**config.mk**
```make
export PLATFORM = sky130hd
export DESIGN_NAME = dmem_rr_arbiter
export DESIGN_NICKNAME = d
export VERILOG_FILES = /design/src/rtl/dmem_rr_arbiter.sv
export SDC_FILE = /design/constraint.sdc
export NUM_CORES = 1
export LEC_CHECK = 0
export CORE_ASPECT_RATIO = 0.8
export CORE_MARGIN = 4
export CORE_UTILIZATION = 31
export DETAILED_ROUTE_END_ITERATION = 8
export PLACE_DENSITY = 0.89
export SLEW_MARGIN = 40
export SYNTH_ARGS = -nofsm -noshare
export SYNTH_HDL_FRONTEND = slang
export SYNTH_SLANG_ARGS = --single-unit
```
**constraint.sdc**
```tcl
create_clock -name clk_i -period 3.07 [get_ports clk_i]
set_clock_uncertainty 0.05 [all_clocks]
set_input_delay 0.614 -clock clk_i [delete_from_list [all_inputs] [get_ports clk_i]]
set_output_delay 0.614 -clock clk_i [all_outputs]
set_load 0.005 [all_outputs]
```
**src/rtl/dmem_rr_arbiter.sv**
```systemverilog
// ----------------------------------------------------------------------------
// dmem_rr_arbiter
//
// Round-robin arbiter that shares one single-port, word-addressed data-memory
// BRAM between NCORES harts. It also tracks one LR/SC reservation per hart for
// the RV32A LR.W / SC.W instructions.
//
// Each cycle at most one requesting hart is granted. The grant drives the BRAM
// in the same cycle. Harts that request but lose are stalled. A read or SC
// result is returned in the granted hart's rdata slot one cycle later.
//
// Ports
//   clk_i, rst_i        clock, synchronous active-high reset
//   re_packed_i         per-hart read request (LR = read with is_lr)
//   we_packed_i         per-hart write request (SC = write with is_sc)
//   addr_packed_i       per-hart word address, slot r at [ADDRW*r +: ADDRW]
//   wdata_packed_i      per-hart write data, 32 bits per slot
//   wstrb_packed_i      per-hart byte strobes, 4 bits per slot
//   is_lr_packed_i      request is LR.W
//   is_sc_packed_i      request is SC.W
//   rdata_packed_o      per-hart read/SC result, valid the cycle after grant
//   stall_packed_o      per-hart stall (combinational)
//   mem_en_o            BRAM enable
//   mem_wstrb_o         BRAM byte write enables (0 = read)
//   mem_addr_o          BRAM word address
//   mem_wdata_o         BRAM write data
//   mem_rdata_i         BRAM read data, one-cycle registered latency
// ----------------------------------------------------------------------------
`ifndef DMEM_ADDRW
`define DMEM_ADDRW 12
`endif

module dmem_rr_arbiter #(
    parameter int NCORES = 2,
    parameter int ADDRW  = `DMEM_ADDRW
) (
    input  logic                     clk_i,
    input  logic                     rst_i,
    input  logic [NCORES-1:0]        re_packed_i,
    input  logic [NCORES-1:0]        we_packed_i,
    input  logic [ADDRW*NCORES-1:0]  addr_packed_i,
    input  logic [32*NCORES-1:0]     wdata_packed_i,
    input  logic [4*NCORES-1:0]      wstrb_packed_i,
    input  logic [NCORES-1:0]        is_lr_packed_i,
    input  logic [NCORES-1:0]        is_sc_packed_i,
    output logic [32*NCORES-1:0]     rdata_packed_o,
    output logic [NCORES-1:0]        stall_packed_o,
    output logic                     mem_en_o,
    output logic [3:0]               mem_wstrb_o,
    output logic [ADDRW-1:0]         mem_addr_o,
    output logic [31:0]              mem_wdata_o,
    input  logic [31:0]              mem_rdata_i
);

    localparam int PTRW = (NCORES > 1) ? $clog2(NCORES) : 1;

    // Registered state
    logic [PTRW-1:0]   ptr_q, ptr_d;
    logic [PTRW-1:0]   gnt_q, gnt_d;
    logic              rd_q, rd_d;
    logic              sc_q, sc_d;
    logic              sc_fail_q, sc_fail_d;
    logic [NCORES-1:0] resv_valid_q, resv_valid_d;
    logic [ADDRW-1:0]  resv_addr_q [NCORES];
    logic [ADDRW-1:0]  resv_addr_d [NCORES];

    // Grant and the granted hart's request fields
    logic [NCORES-1:0] req;
    logic              gnt_valid;
    logic [PTRW-1:0]   gnt_idx;
    logic              g_re, g_we, g_lr, g_sc;
    logic [ADDRW-1:0]  g_addr;
    logic [31:0]       g_wdata;
    logic [3:0]        g_wstrb;
    logic              g_resv_valid;
    logic [ADDRW-1:0]  g_resv_addr;
    logic              sc_ok;
    logic              mem_write;
    logic [31:0]       resp_word;

    assign req = re_packed_i | we_packed_i;

    // Round-robin scan. Offsets are walked from the farthest to the nearest,
    // so the last match is the first requester at or after ptr_q.
    always_comb begin
        logic [PTRW:0] sum;
        // NOTE: every always_comb output gets a default first, so no path
        // leaves a value held and no latch is inferred.
        gnt_valid = 1'b0;
        gnt_idx   = '0;
        sum       = '0;
        for (int i = NCORES - 1; i >= 0; i--) begin
            sum = {1'b0, ptr_q} + (PTRW+1)'(i);
            if (sum >= (PTRW+1)'(NCORES)) begin
                sum = sum - (PTRW+1)'(NCORES);
            end
            if (req[sum[PTRW-1:0]]) begin
                gnt_valid = 1'b1;
                gnt_idx   = sum[PTRW-1:0];
            end
        end
        // While in reset nothing is granted, so every output falls to 0.
        if (rst_i) begin
            gnt_valid = 1'b0;
        end
    end

    // Select the granted hart's fields.
    always_comb begin
        g_re         = 1'b0;
        g_we         = 1'b0;
        g_lr         = 1'b0;
        g_sc         = 1'b0;
        g_addr       = '0;
        g_wdata      = '0;
        g_wstrb      = '0;
        g_resv_valid = 1'b0;
        g_resv_addr  = '0;
        for (int r = 0; r < NCORES; r++) begin
            if (gnt_idx == PTRW'(r)) begin
                g_re         = re_packed_i[r];
                g_we         = we_packed_i[r];
                g_lr         = is_lr_packed_i[r];
                g_sc         = is_sc_packed_i[r];
                g_addr       = addr_packed_i[ADDRW*r +: ADDRW];
                g_wdata      = wdata_packed_i[32*r +: 32];
                g_wstrb      = wstrb_packed_i[4*r +: 4];
                g_resv_valid = resv_valid_q[r];
                g_resv_addr  = resv_addr_q[r];
            end
        end
    end

    // A write request takes precedence over a read when both are raised.
    // A write goes to memory unless it is an SC that fails.
    assign sc_ok     = g_resv_valid && (g_resv_addr == g_addr);
    assign mem_write = gnt_valid && g_we && (!g_sc || sc_ok);

    assign mem_en_o    = gnt_valid;
    assign mem_addr_o  = gnt_valid ? g_addr  : '0;
    assign mem_wdata_o = gnt_valid ? g_wdata : '0;
    assign mem_wstrb_o = mem_write ? g_wstrb : 4'h0;

    always_comb begin
        stall_packed_o = '0;
        for (int r = 0; r < NCORES; r++) begin
            stall_packed_o[r] = !rst_i && req[r] && !(gnt_valid && gnt_idx == PTRW'(r));
        end
    end

    // Next state: pointer, response tags, reservations.
    always_comb begin
        ptr_d = ptr_q;
        if (gnt_valid) begin
            ptr_d = (gnt_idx == PTRW'(NCORES - 1)) ? '0 : gnt_idx + PTRW'(1);
        end

        gnt_d     = gnt_idx;
        rd_d      = gnt_valid && g_re && !g_we;
        sc_d      = gnt_valid && g_we && g_sc;
        sc_fail_d = !sc_ok;

        for (int r = 0; r < NCORES; r++) begin
            resv_valid_d[r] = resv_valid_q[r];
            resv_addr_d[r]  = resv_addr_q[r];
            // A store to the reserved word breaks the reservation. Strobes
            // are ignored, and the writer's own reservation is included.
            if (mem_write && resv_addr_q[r] == g_addr) begin
                resv_valid_d[r] = 1'b0;
            end
            if (gnt_valid && gnt_idx == PTRW'(r)) begin
                if (g_we && g_sc) begin
                    resv_valid_d[r] = 1'b0;
                end
                // LR performs no write, so this set never races a clear
                // caused by the same grant.
                if (g_re && !g_we && g_lr) begin
                    resv_valid_d[r] = 1'b1;
                    resv_addr_d[r]  = g_addr;
                end
            end
        end
    end

    // Route the response to the slot granted last cycle.
    assign resp_word = rd_q ? mem_rdata_i : {31'b0, sc_fail_q};

    always_comb begin
        rdata_packed_o = '0;
        for (int r = 0; r < NCORES; r++) begin
            if (!rst_i && (rd_q || sc_q) && gnt_q == PTRW'(r)) begin
                rdata_packed_o[32*r +: 32] = resp_word;
            end
        end
    end

    // NOTE: sequential state uses non-blocking assignments, so all flops
    // sample the values from before the clock edge.
    always_ff @(posedge clk_i) begin
        if (rst_i) begin
            ptr_q        <= '0;
            gnt_q        <= '0;
            rd_q         <= 1'b0;
            sc_q         <= 1'b0;
            sc_fail_q    <= 1'b0;
            resv_valid_q <= '0;
        end else begin
            ptr_q        <= ptr_d;
            gnt_q        <= gnt_d;
            rd_q         <= rd_d;
            sc_q         <= sc_d;
            sc_fail_q    <= sc_fail_d;
            resv_valid_q <= resv_valid_d;
        end
    end

    // NOTE: reservation addresses have no reset. They are only read while
    // their valid bit is set, and that bit is reset.
    always_ff @(posedge clk_i) begin
        resv_addr_q <= resv_addr_d;
    end

endmodule

```
==> qor.yml, run 1 <==
ys_ff_latch: 31
synth_area_per_cell_um2: 7.994
antennaDiodeCount: 0
finalCritPeriodShare: 0.9909
synth_nets: 475
synth_area_mm2: 0.002694
rsz0062_at_grt: "true"
design.die.area_mm2: 0.01025
crit_path_end_kind: "output port"
numCtsBuffers: 5
drt-pass1-iter-count: 5
hold-path-cell-count: 1
ys_warn_count: 0
drv_slew: 0
vias: 3742
r2r_start: "ptr_q$_SDFFE_PP0P_"
die_w_um: 112.2
ys_async_sr_fraction: 0
final_cell_mix: "clkdlybuf4s50_1 (194), nor2_1 (80), buf_4 (47)"
hold_viol: 0
ioPinCount: 253
start_util: 0.3176
synth_cell_type_count: 36
worst_hold_slack_ns: 0.4848
vias_per_cell: 5.003
reg2regPathDepth: 9
fin_tns_setup_ns: 0
rrSetupSlack_ns: 0.32
status: "finished clean"
grt_usage: 0.2629
utilization: 0.7046
wl_um: 14380
antenna_left: 0
grt_pass1_vias: 3751
grt_pass1_wl_um: 21310
nets: 773
ys.flop_type: "edfxtp_1"
synth_edf_count: 24
yosysSeqAreaShare: 0.3196
syn_to_final_growth_pct: 121.9
worstMarginPinSlew_ns: 0.3124
clock_latency_ns: 0.30
synthCells: 337
post-dp-hpwl_um: 11250
min_to: "resv_valid_q[1]$_SDFF_PP0_"
startpoint_type: "primary input"
remaining_drc_errors: 0
worstPathArrival_ns: 2.38
final_common_cell: "clkdlybuf4s50_1"
required_ns: 2.41
antenna_found_initial: 0
path_clk_slew_ns: 0.07
nFillCells: 665
hp-class: "reg -> reg"
core_area_mm2: 0.008483
cts_tree: "yes"
drt_iter0_drc: 330
ir_worst_vdd_mv: 0.3229
fmax_mhz: 328.7
cts_root_buffer: "clkbuf_8"
hold_buffers: 0
htreeDepth: 2
slew_headroom: 0.7876
worstSetupStartpoint: "re_packed_i[0]"
period_needed_ns: 3.042
finalSetupViolations: 0
rows: 30
hold_start: "resv_valid_q[1]$_SDFF_PP0_"
regArea_um2: 860.8
reg2reg_to: "resv_valid_q[1]$_SDFF_PP0_"
critical_path_class: "in -> out"
gp_congestion: 0.9818
grt_max_degree: 33
wl_per_cell_um: 19.22
die_h_um: 91.38
portBuffers: 252
cp_max_fo: 6
multi_input_area_mm2: 0.001784
overflow: 0
fin_area_mm2: 0.005977
numClockSinks: 31
clock_path_buffers: 2
place_area_mm2: 0.005660
powerDensity_mw_per_mm2: 257.8
layout-drive-gt1-share: 0.1698
p_leak_uw: 0.002436
drv_cap: 0
-- registers in the layout, summed over array words and instances (netlist names) --
signal / flops
ptr_q: 1
rd_q: 1
sc_fail_q: 1
sc_q: 1
resv_addr_q: 24
gnt_q: 1
resv_valid_q: 2
-- cells in the mapped netlist, types with 2 or more instances --
library cell	n	area (µm²)
xnor2_1	3	26.28
dfxtp_1	7	140.1
nor2_1	83	311.6
a21oi_1	5	25.02
nand2_1	46	172.7
clkbuf_1	19	71.32
nand3_1	4	20.02
edfxtp_1	24	720.7
xor2_1	45	394.1
o21ai_0	2	10.01
nand4_1	7	43.79
nor4_1	4	25.02
mux2i_2	11	151.4
inv_1	15	56.30
mux2i_1	2	20.02
a211oi_1	2	15.01
a22o_1	32	280.3
nor3_1	7	35.03
and3_1	2	12.51
-- timing repair --
action                                  4_1_cts  5_1_grt
cloned                                        3        0
resized for setup                            82       32
pin swaps                                    15        5
setup buffers                                 8        3
endpoints found under the setup margin       50       27
-- report_power, final --
part	switching (µW)	leakage, µW	internal, µW
clock	165	0.0000482	181
sequential	10.3	0.000275	470
combinational	290	0.00211	425
total	465	0.00244	1080
-- cells by family after synthesis --
group	count (synthesis)	synth area share
buffers and inverters	36	0.06038
and+or+nand+nor	161	0.2527
xor gates and xnor gates	48	0.1561
muxes	13	0.06363
AOI/OAI and AO/OA	48	0.1477
DFF	31	0.3196
-- worst max path at each step --
stage | to | slack [ns] | cells after the start
floorplan | resv_valid_q[1]$_SDFF_PP0_ | 0.50 | 9
global placement | mem_wstrb_o[0] | -0.53 | 8
detailed placement | mem_wstrb_o[2] | -0.59 | 8
CTS | mem_wstrb_o[0] | -0.005 | 8
global route | mem_addr_o[11] | -0.05 | 7
finish | mem_addr_o[11] | 0.03 | 7
-- worst max-delay path: stages --
cell and delay, ns:
dlygate4sd2_1 0.28, o21bai_4 0.18, and2_4 0.22, buf_4 0.20, mux2i_2 0.35, nor2_1 0.07
clkdlybuf4s50_1 0.45
-- final cells by class --
cell class / count / area share
Timing Repair Buffer: 312 / 0.5093
Multi-Input combinational cell: 270 / 0.2985
Sequential cell: 31 / 0.1440
Tap cell: 112 / 0.02345
Clock buffer: 7 / 0.01444
Inverter: 15 / 0.009420
Clock inverter: 1 / 0.0008373
-- metrics by stage --
| stage | setup WS [ns] | total power (µW) | instances |
|---|---|---|---|
| floorplan | 0.5031 | 725.0 | 337 |
| global placement | -0.5262 | 1149 | 726 |
| detailed placement | -0.5853 | 1164 | 726 |
| CTS | -0.005148 | 1521 | 745 |
| global route | -0.05352 | 1607 | 748 |
| finish | 0.02795 | 1541 | 748 |
-- metal layers --
metal,global-route usage,share of wire
met4,0.07107,0.027
met3,0.05197,0.060
met5,0,0
met2,0.4613,0.50
met1,0.3279,0.41
Power figures use the tool's default switching activity.
==> inputs of run 2 (changes only) <==
CORE_UTILIZATION = 34   (was 31)
PLACE_DENSITY = 0.95   (was 0.89)
clock period = 3.9 ns   (was 3.07 ns; I/O delays follow)
==> run 2 against run 1 <==
Against the previous run:
- sequential power down 21%
- flip-flop and latch count stayed put
- cell count down 5.1%
- combinational power decreased by 28%
==> qor.yml, run 2 (same netlist as run 1, synthesis figures left out) <==
status: "finished clean"
rsz0062_at_grt: "true"
drt_iter0_drc: 218
instances_no_fill: 710
cp_max_fo: 5
path_cells: "clkdlybuf4s50_1 > xor2_1 > nor4_2 > nand3_2 > a22oi_2 > o21bai_2 > a21oi_1 > clkdlybuf4s50_1"
wl_um: 13620
slew_headroom: 0.5421
grt_max_degree: 35
grt_usage: 0.2716
clock_path_buffers: 2
layout-drive-gt1-share: 0.09302
start_util: 0.3560
grt_pass1_wl_um: 19600
drt-pass1-iter-count: 5
cpMostUsedCell: "clkdlybuf4s50_1"
hold_start: "resv_valid_q[1]$_SDFF_PP0_"
cpPeakStageDelay_ns: 0.54
nets: 740
largest-register: "resv_addr_q"
timing.critical_path.buf_inv: 2
period_needed_ns: 3.875
finalCritPeriodShare: 0.9936
critPathTopFamily: "buffers and inverters"
antenna_left: 0
cts_root_buffer: "clkbuf_8"
startpoint_type: "primary input"
ioPinCount: 253
ir_worst_vdd_mv: 0.2650
numCtsBuffers: 5
required_ns: 3.07
overflow: 0
syn_to_final_growth_pct: 107.9
remaining_drc_errors: 0
rrSetupSlack_ns: 1.09
crit_path_end_kind: "output port"
htreeDepth: 2
critPathSlowestCell: "clkdlybuf4s50_1"
die_h_um: 87.62
worstMarginPinSlew_ns: 0.6869
hp-class: "reg -> reg"
core_area_mm2: 0.007567
antenna_found_initial: 3
hold_viol: 0
final_cell_mix: "clkdlybuf4s50_1 (251), nor2_1 (82), nand2_1 (45), xor2_1 (45), a22o_1 (32)"
post-dp-hpwl_um: 11400
worstPathArrival_ns: 3.05
wl_per_cell_um: 19.18
grt_pass1_vias: 3684
drv_slew: 0
portBuffers: 252
vias: 3547
post-cts-setup-buffers: 0
final_common_cell: "clkdlybuf4s50_1"
reg2reg_to: "resv_valid_q[1]$_SDFF_PP0_"
powerDensity_mw_per_mm2: 202.2
design.die.area_mm2: 0.009420
r2r_start: "ptr_q$_SDFFE_PP0P_"
largest_reg_flops: 24
worst_slack_ns: 0.02494
hold-path-cell-count: 1
hold_buffers: 0
gp_congestion: 0.9055
reg2regPathDepth: 9
finalSetupViolations: 0
p_leak_uw: 0.002077
min_to: "resv_valid_q[1]$_SDFF_PP0_"
fmax_mhz: 258.1
critical_path_class: "in -> out"
drv_cap: 0
cts_tree: "yes"
clock_latency_ns: 0.30
vias_per_cell: 4.996
dp_worst_setup_slack_ns: -0.09977
numClockSinks: 31
rows: 28
reg_top3: "resv_addr_q x24, resv_valid_q x2"
path_clk_slew_ns: 0.06
die_w_um: 107.5
dp_cells: 700
run 2: how the worst max path moves through the flow:
stage                            from               to  slack [ns]  cells past startpoint
floorplan              re_packed_i[1]  mem_wdata_o[10]        1.08                      4
global placement    addr_packed_i[22]   mem_wstrb_o[0]        0.02                      8
detailed placement   addr_packed_i[7]   mem_wstrb_o[0]        -0.1                      8
CTS                    we_packed_i[0]   mem_wstrb_o[0]        0.06                      8
global route        addr_packed_i[15]   mem_wstrb_o[2]       -0.06                      8
finish              addr_packed_i[22]   mem_wstrb_o[0]        0.02                      8
run 2: through the flow:
stage | hold WS [ns] | utilization | instance area, µm² | total power (µW) | TNS (ns)
after global placement | 0.4425 | 0.7247 | 5484 | 878.3 | 0
after CTS | 0.4639 | 0.7378 | 5583 | 1132 | 0
after floorplan | 0.4266 | - | 2694 | 570.7 | 0
after detailed placement | 0.4496 | 0.7247 | 5484 | 892.4 | -0.2862
after global routing | 0.4860 | 0.7402 | 5602 | 1186 | -0.1474
final | 0.4666 | 0.7402 | 5602 | 1133 | 0
run 2: repair_timing:
action	4_1_cts	5_1_grt
pin swaps	0	2
resized for setup	4	3
endpoints found under the setup margin	4	7
run 2: worst register-to-register path, stage by stage, from the launching register on:
cell	delay, ns
dfxtp_1	0.48
o21bai_4	0.22
and2_4	0.25
buf_4	0.22
mux2i_2	0.27
buf_4	0.17
xor2_1	0.18
nand4_1	0.12
or4_1	0.52
a41o_1	0.24
run 2: cell type report:
type	instances	area [µm²]
inverters	15	56.30
fillers	541	1966
flip-flops and latches	31	860.8
repair buffers	279	2753
multi-input cells	270	1715
well taps	105	131.4
diodes	3	7.507
clock inverters	2	8.758
clock buffers	5	68.82
run 2: power by group:
| part | internal [µW] | switching [µW] | total (µW) |
|---|---|---|---|
| Combinational | 309 | 206 | 515 |
| Clock | 118 | 121 | 240 |
| Sequential | 370 | 7.62 | 378 |
run 2: layer usage:
metal / up-vias / track usage / wire, µm
li1: 1677 / - / -
met1: 1627 / 0.2900 / 4760
met2: 212 / 0.5011 / 7244
met3: 31 / 0.07959 / 1130
met4: 0 / 0.1181 / 485
met5: - / 0 / 0
==> inputs of run 3 (changes only) <==
TNS_END_PERCENT = 1   (was not set)
==> results of run 3 <==
No change in the layout: final DEF, timing and power equal those of run 2.
